<file path="config.mk">
export PLATFORM = sky130hd
export DESIGN_NAME = rs232_frame_transmitter
export DESIGN_NICKNAME = d
export VERILOG_FILES = /design/src/rtl/rs232_frame_transmitter.sv
export SDC_FILE = /design/constraint.sdc
export NUM_CORES = 1
export LEC_CHECK = 0
export ABC_AREA = 1
export BUFFER_PORTS_ARGS = -buffer_cell sky130_fd_sc_hd__buf_2
export CAP_MARGIN = 15
export CELL_PAD_IN_SITES_DETAIL_PLACEMENT = 1
export CELL_PAD_IN_SITES_GLOBAL_PLACEMENT = 1
export CORE_ASPECT_RATIO = 1.75
export CORE_UTILIZATION = 26
export CTS_CLUSTER_SIZE = 28
export DETAILED_ROUTE_END_ITERATION = 7
export PLACE_DENSITY = 0.45
export SYNTH_ARGS = -nofsm -noshare
export SYNTH_HDL_FRONTEND = slang
export SYNTH_SLANG_ARGS = --single-unit
</file>
<file path="constraint.sdc">
create_clock -name clk -period 1.95 [get_ports clk]
set_input_delay 0.195 -clock clk [delete_from_list [all_inputs] [get_ports clk]]
set_output_delay 0.195 -clock clk [all_outputs]
set_load 0.1 [all_outputs]
</file>
<file path="src/rtl/rs232_frame_transmitter.sv">
// RS-232 transmit path: a small byte FIFO feeding a start/data/parity/stop serializer.
// Optional CTS gating is applied only at frame start.
module rs232_frame_transmitter #(
  parameter int CLK_TICKS_PER_RS232_BIT = 434,
  parameter int DEFAULT_BYTE_LEN        = 8,
  parameter int DEFAULT_PARITY          = 1,
  parameter int DEFAULT_STOP_BITS       = 0,
  parameter int DEFAULT_FLOW_CONTROL    = 0,
  parameter int FIFO_DEPTH              = 16
) (
  input  logic       clk,
  input  logic       rst,
  input  logic [7:0] tx_data,
  input  logic       tx_data_ready,
  output logic       tx_data_copied,
  output logic       tx_overflow,
  output logic       tx_busy,
  input  logic       cts,
  output logic       tx
);

  localparam int TICK_W     = $clog2(CLK_TICKS_PER_RS232_BIT);
  localparam int PTR_W      = $clog2(FIFO_DEPTH);
  localparam int STOP_COUNT = (DEFAULT_STOP_BITS != 0) ? 2 : 1;

  typedef enum logic [2:0] {IDLE, START, DATA, PARITY, STOP} state_t;

  // Handshake: a 0->1 transition of tx_data_ready offers tx_data for one cycle;
  // the byte is accepted when the FIFO has room (or a pop frees a slot that cycle),
  // and acceptance is reported by a one-cycle tx_data_copied pulse.
  state_t            state, next_state;
  logic              ready_q;
  logic              ready_rise;
  logic [7:0]        mem [FIFO_DEPTH];
  logic [PTR_W:0]    wr_ptr, rd_ptr;
  logic [PTR_W-1:0]  wr_addr, rd_addr;
  logic              fifo_empty, fifo_full;
  logic              flow_ok, start_frame, fifo_pop, bypass, accept, fifo_we;
  logic [7:0]        load_byte;
  logic [TICK_W-1:0] tick;
  logic              tick_end;
  logic [2:0]        bit_idx;
  logic [7:0]        shift;
  logic              par;

  assign ready_rise = tx_data_ready & ~ready_q;
  assign wr_addr    = wr_ptr[PTR_W-1:0];
  assign rd_addr    = rd_ptr[PTR_W-1:0];
  assign fifo_empty = (wr_ptr == rd_ptr);
  assign fifo_full  = (wr_ptr[PTR_W] != rd_ptr[PTR_W]) && (wr_addr == rd_addr);

  // An empty FIFO written while idle hands the byte straight to the shifter,
  // so the start bit appears on the same clock as the copy pulse.
  assign flow_ok     = (DEFAULT_FLOW_CONTROL == 0) || cts;
  assign start_frame = (state == IDLE) && flow_ok && (!fifo_empty || ready_rise);
  assign fifo_pop    = start_frame && !fifo_empty;
  assign bypass      = start_frame && fifo_empty;
  assign accept      = ready_rise && (!fifo_full || fifo_pop);
  assign fifo_we     = accept && !bypass;
  assign load_byte   = fifo_empty ? tx_data : mem[rd_addr];

  assign tick_end = (tick == TICK_W'(CLK_TICKS_PER_RS232_BIT - 1));
  assign tx_busy  = (state != IDLE) || !fifo_empty;

  always_ff @(posedge clk or posedge rst) begin
    if (rst) begin
      ready_q        <= 1'b0;
      tx_data_copied <= 1'b0;
      tx_overflow    <= 1'b0;
      wr_ptr         <= '0;
      rd_ptr         <= '0;
    end else begin
      ready_q        <= tx_data_ready;
      tx_data_copied <= accept;
      if (ready_rise && !accept) tx_overflow <= 1'b1;
      if (fifo_we)  wr_ptr <= wr_ptr + (PTR_W+1)'(1);
      if (fifo_pop) rd_ptr <= rd_ptr + (PTR_W+1)'(1);
    end
  end

  always_ff @(posedge clk) begin
    if (fifo_we) mem[wr_addr] <= tx_data;
  end

  always_ff @(posedge clk or posedge rst) begin
    if (rst) state <= IDLE;
    else     state <= next_state;
  end

  always_comb begin
    next_state = state;
    tx         = 1'b1;
    case (state)
      IDLE: begin
        if (start_frame) next_state = START;
      end
      START: begin
        tx = 1'b0;
        if (tick_end) next_state = DATA;
      end
      DATA: begin
        tx = shift[0];
        if (tick_end && bit_idx == 3'(DEFAULT_BYTE_LEN - 1))
          next_state = (DEFAULT_PARITY != 0) ? PARITY : STOP;
      end
      PARITY: begin
        tx = (DEFAULT_PARITY == 2) ? ~par : par;
        if (tick_end) next_state = STOP;
      end
      STOP: begin
        tx = 1'b1;
        if (tick_end && bit_idx == 3'(STOP_COUNT - 1)) next_state = IDLE;
      end
      default: next_state = IDLE;
    endcase
  end

  // bit_idx counts data bits in DATA and stop bits in STOP; it restarts on every state change.
  always_ff @(posedge clk or posedge rst) begin
    if (rst) begin
      tick    <= '0;
      bit_idx <= '0;
      shift   <= '0;
      par     <= 1'b0;
    end else if (state == IDLE) begin
      tick    <= '0;
      bit_idx <= '0;
      if (start_frame) begin
        shift <= load_byte;
        par   <= 1'b0;
      end
    end else if (tick_end) begin
      tick    <= '0;
      bit_idx <= (next_state != state) ? 3'd0 : bit_idx + 3'd1;
      if (state == DATA) begin
        shift <= {1'b0, shift[7:1]};
        par   <= par ^ shift[0];
      end
    end else begin
      tick <= tick + TICK_W'(1);
    end
  end

endmodule

</file>
==> results.py <==
metrics = {
    "placed_design": {
        "gp_routability_congestion": 0.761,
        "dp_hpwl_um": 15000,
        "port_buffers": 14,
        "dp_slack_ns": -0.0997,
        "placedCellCount": 1118,
    },
    "floorplan": {
        "rows": 80,
        "ios": 16,
        "die_width_um": 129,
        "initial_core_util_pct": 26.6,
        "core_area_um2": 27400,
        "die_h_um": 224,
        "die-area_um2": 28800,
    },
    "final_layout": {
        "final_nets": 802,
        "final_cells": 1162,
        "syn2layout_area_growth_pct": 26.7,
        "n_antenna_cell": 0,
        "layout-drive-gt1-share_pct": 24.7,
    },
    "critical_path": {
        "worstPathCellList": "inv_2, nand2_1, nand2_2, nor2_4, buf_6, nand3_4, nor2_8, buf_6, inv_4, buf_12",
        "crit_path_start_kind": "flop",
        "slowest_stage": "dfrtp_1",
        "worstPathRequired_ns": 1.75,
        "worstSetupPathType": "flop to output port",
        "cpPeakStageDelay_ns": 0.40,
        "path_buf_inv": 5,
        "cp_max_fo": 3,
        "crit_arrival_ns": 1.76,
        "cp_top_family": "buffers and inverters",
        "cp_common_cell": "buf_6",
        "endpoint_kind": "output port",
    },
    "logic_synthesis": {
        "ys_seq_elements": 165,
        "synth-edff-count": 128,
        "syn_inst": 693,
        "ys.flop_type": "edfxtp_1",
        "syn_avg_cell_area_um2": 10.5,
        "yosysUniqueCellTypes": 38,
        "synthArstFlopShare_pct": 22.4,
        "synthTopCellsByArea": "edfxtp_1 (53%), dfrtp_1 (13%), nor2_1 (7.7%)",
        "synth_area_um2": 7300,
        "ys_warn_count": 0,
        "synth_area_leader_cell": "edfxtp_1",
        "synth_top_area_share_pct": 52.6,
        "synth_seq_area_share_pct": 65.3,
        "syn-num-nets": 715,
    },
    "timing": {
        "fin_crit_sh_pct": 100,
        "hold_viol_final": 0,
        "clock_skew_ns": 0.00882,
        "period_needed_ns": 1.96,
        "slew_viol_final": 0,
        "maxSlewHeadroom_pct": 52.6,
        "max_freq_mhz": 510,
        "grt_setup_unrepaired": "true",
        "layout_setup_ws_ns": -0.00910,
        "final-setup-viol-count": 1,
        "tns_ns": -0.00910,
        "tightestPinTransition_ns": 0.710,
    },
    "cts": {
        "cts_made_buffers": 17,
        "tritoncts": "done",
        "path_clk_slew_ns": 0.07,
        "cts.sinks": 165,
        "ctsRootBufferMaster": "clkbuf_16",
        "ctsLongestPathBuffers": 2,
        "htree_levels": 4,
        "clkLatencyLatePin_ns": 0.45,
    },
    "routing": {
        "ant_nets": 0,
        "via_per_inst": 4.46,
        "drtIter0Drc": 153,
        "routedWlPerCell_um": 18.9,
        "drcViolationCount": 0,
        "via_count": 5187,
        "totalWireLength_um": 21900,
        "dr.pass1.iters": 4,
    },
    "grt": {
        "grtUsageTotal_pct": 16.6,
        "antenna_found_initial": 0,
        "grt_pass1_wl_um": 34000,
        "grt_max_degree": 56,
        "grt_pass1_vias": 5807,
        "overflow": 0,
    },
    "pwr": {
        "ir_worst_vdd_v": 0.000656,
        "powerDensity_nw_per_um2": 968,
        "leakagePower_nw": 3.63,
    },
    "hold_path": {
        "hp-class": "primary input to flop",
    },
    "run_status": {
        "status": "complete, but fails checks",
        "failed_checks": "negative setup slack",
    },
    "run": {
        "maxCapViolCount": 0,
    },
}
==> cells in the final DEF (no fill, tap or decap), types with 10 or more instances in the layout <==
cell       Yosys  layout
nand2_1      124     115
nor2_2         7      13
nor2_1       149     133
buf_2         13      12
edfxtp_1     128     128
buf_4          3      55
ha_1          10      10
buf_6          1      11
o21ai_0       79      74
dfrtp_1       37      36
a21oi_1       11      11
nand3_1       24      24
inv_2         13      15
nand2_2        7      13
clkbuf_16      0      17
nor2_4         4      14
inv_1         30      26
o211ai_1      10      10
==> worst register-to-register path, delay by kind of cell, from the launching register on <==
family | cells | cell delay [ns]
buf+inv | 3 | 0.33
simple gates | 6 | 0.40
flops | 1 | 0.39
compound gates | 2 | 0.69
==> cell families after synthesis <==
logic type / share of synthesized area (%)
xor+xnor: 1.08
flops: 65.3
buf+inv: 4.01
compound gates: 8.55
simple gates: 19.4
fa+ha+maj: 1.71
==> routing by layer <==
| layer | vias up | share of wire [%] | GRT usage (%) |
|---|---|---|---|
| met5 | - | 0 | 0 |
| met4 | 0 | 2.7 | 7.25 |
| met3 | 29 | 1.9 | 2.91 |
| met2 | 59 | 57 | 31.6 |
| met1 | 2589 | 38 | 17.3 |
| li1 | 2510 | - | - |
==> stage by stage <==
stage	utilization, %	power, mW	instance area (um2)	hold WS, ns
after CTS	33.1	8.97	9080	0.144
after detailed placement	30.2	5.32	8300	0.327
after global routing	33.8	9.30	9260	0.163
final	33.8	8.96	9260	0.154
after floorplan	-	4.70	7310	0.226
after global placement	30.2	5.30	8300	0.322
==> registers in the layout, indices dropped and copies added, names as in the netlist <==
signal	cells
wr_ptr	5
bit_idx	3
par	1
mem	128
rd_ptr	5
tx_overflow	1
tick	9
shift	8
state	3
tx_data_copied	1
ready_q	1
==> repair_timing <==
action,4_1_cts,5_1_grt
setup buffers,4,5
hold buffers,2,0
endpoints found under the setup margin,121,139
gates resized for setup,24,45
endpoints found under the hold margin,16,0
gates cloned,1,0
pin swaps,5,12
==> Yosys cell counts (4+ instances only) <==
| library cell | n |
|---|---|
| a21oi_1 | 11 |
| xor2_1 | 8 |
| ha_1 | 10 |
| nor2_2 | 7 |
| nand2_2 | 7 |
| o21ai_0 | 79 |
| a21oi_2 | 5 |
| o211ai_1 | 10 |
| inv_2 | 13 |
| nor2_1 | 149 |
| inv_1 | 30 |
| nand3_1 | 24 |
| clkbuf_1 | 5 |
| buf_2 | 13 |
| nor2_4 | 4 |
| edfxtp_1 | 128 |
| nand2_1 | 124 |
| dfrtp_1 | 37 |
==> where the power goes <==
group / leakage [nW] / switching [mW] / total, mW / internal (mW)
logic: 1.71 / 0.843 / 1.36 / 0.520
registers: 1.62 / 0.0728 / 4.05 / 3.98
clock network: 0.297 / 1.60 / 3.55 / 1.95
==> final timing paths <==
kind,start,end,slack [ns],cells after the start
min in group asynchronous,rst,rd_ptr[1],0.41,3
worst max register to register,rd_ptr[0],shift[3],0.02,11
worst max-delay path,rd_ptr[2],tx_busy,-0.009,10
max in group asynchronous,rst,tick[0],0.97,4
worst min-delay path,tx_data[3],mem[8][3],0.15,1
worst min register to register,tx_overflow,tx_overflow,0.47,1
==> final cells by class <==
cell class / instances / area, um2
inverter: 44 / 173
multi-input combinational: 460 / 2390
fill: 3102 / 18200
timing repair buffer: 92 / 848
clock inverter: 15 / 193
clock buffer: 17 / 425
sequential: 165 / 4770
tap: 369 / 462
Power figures use the tool's default switching activity.
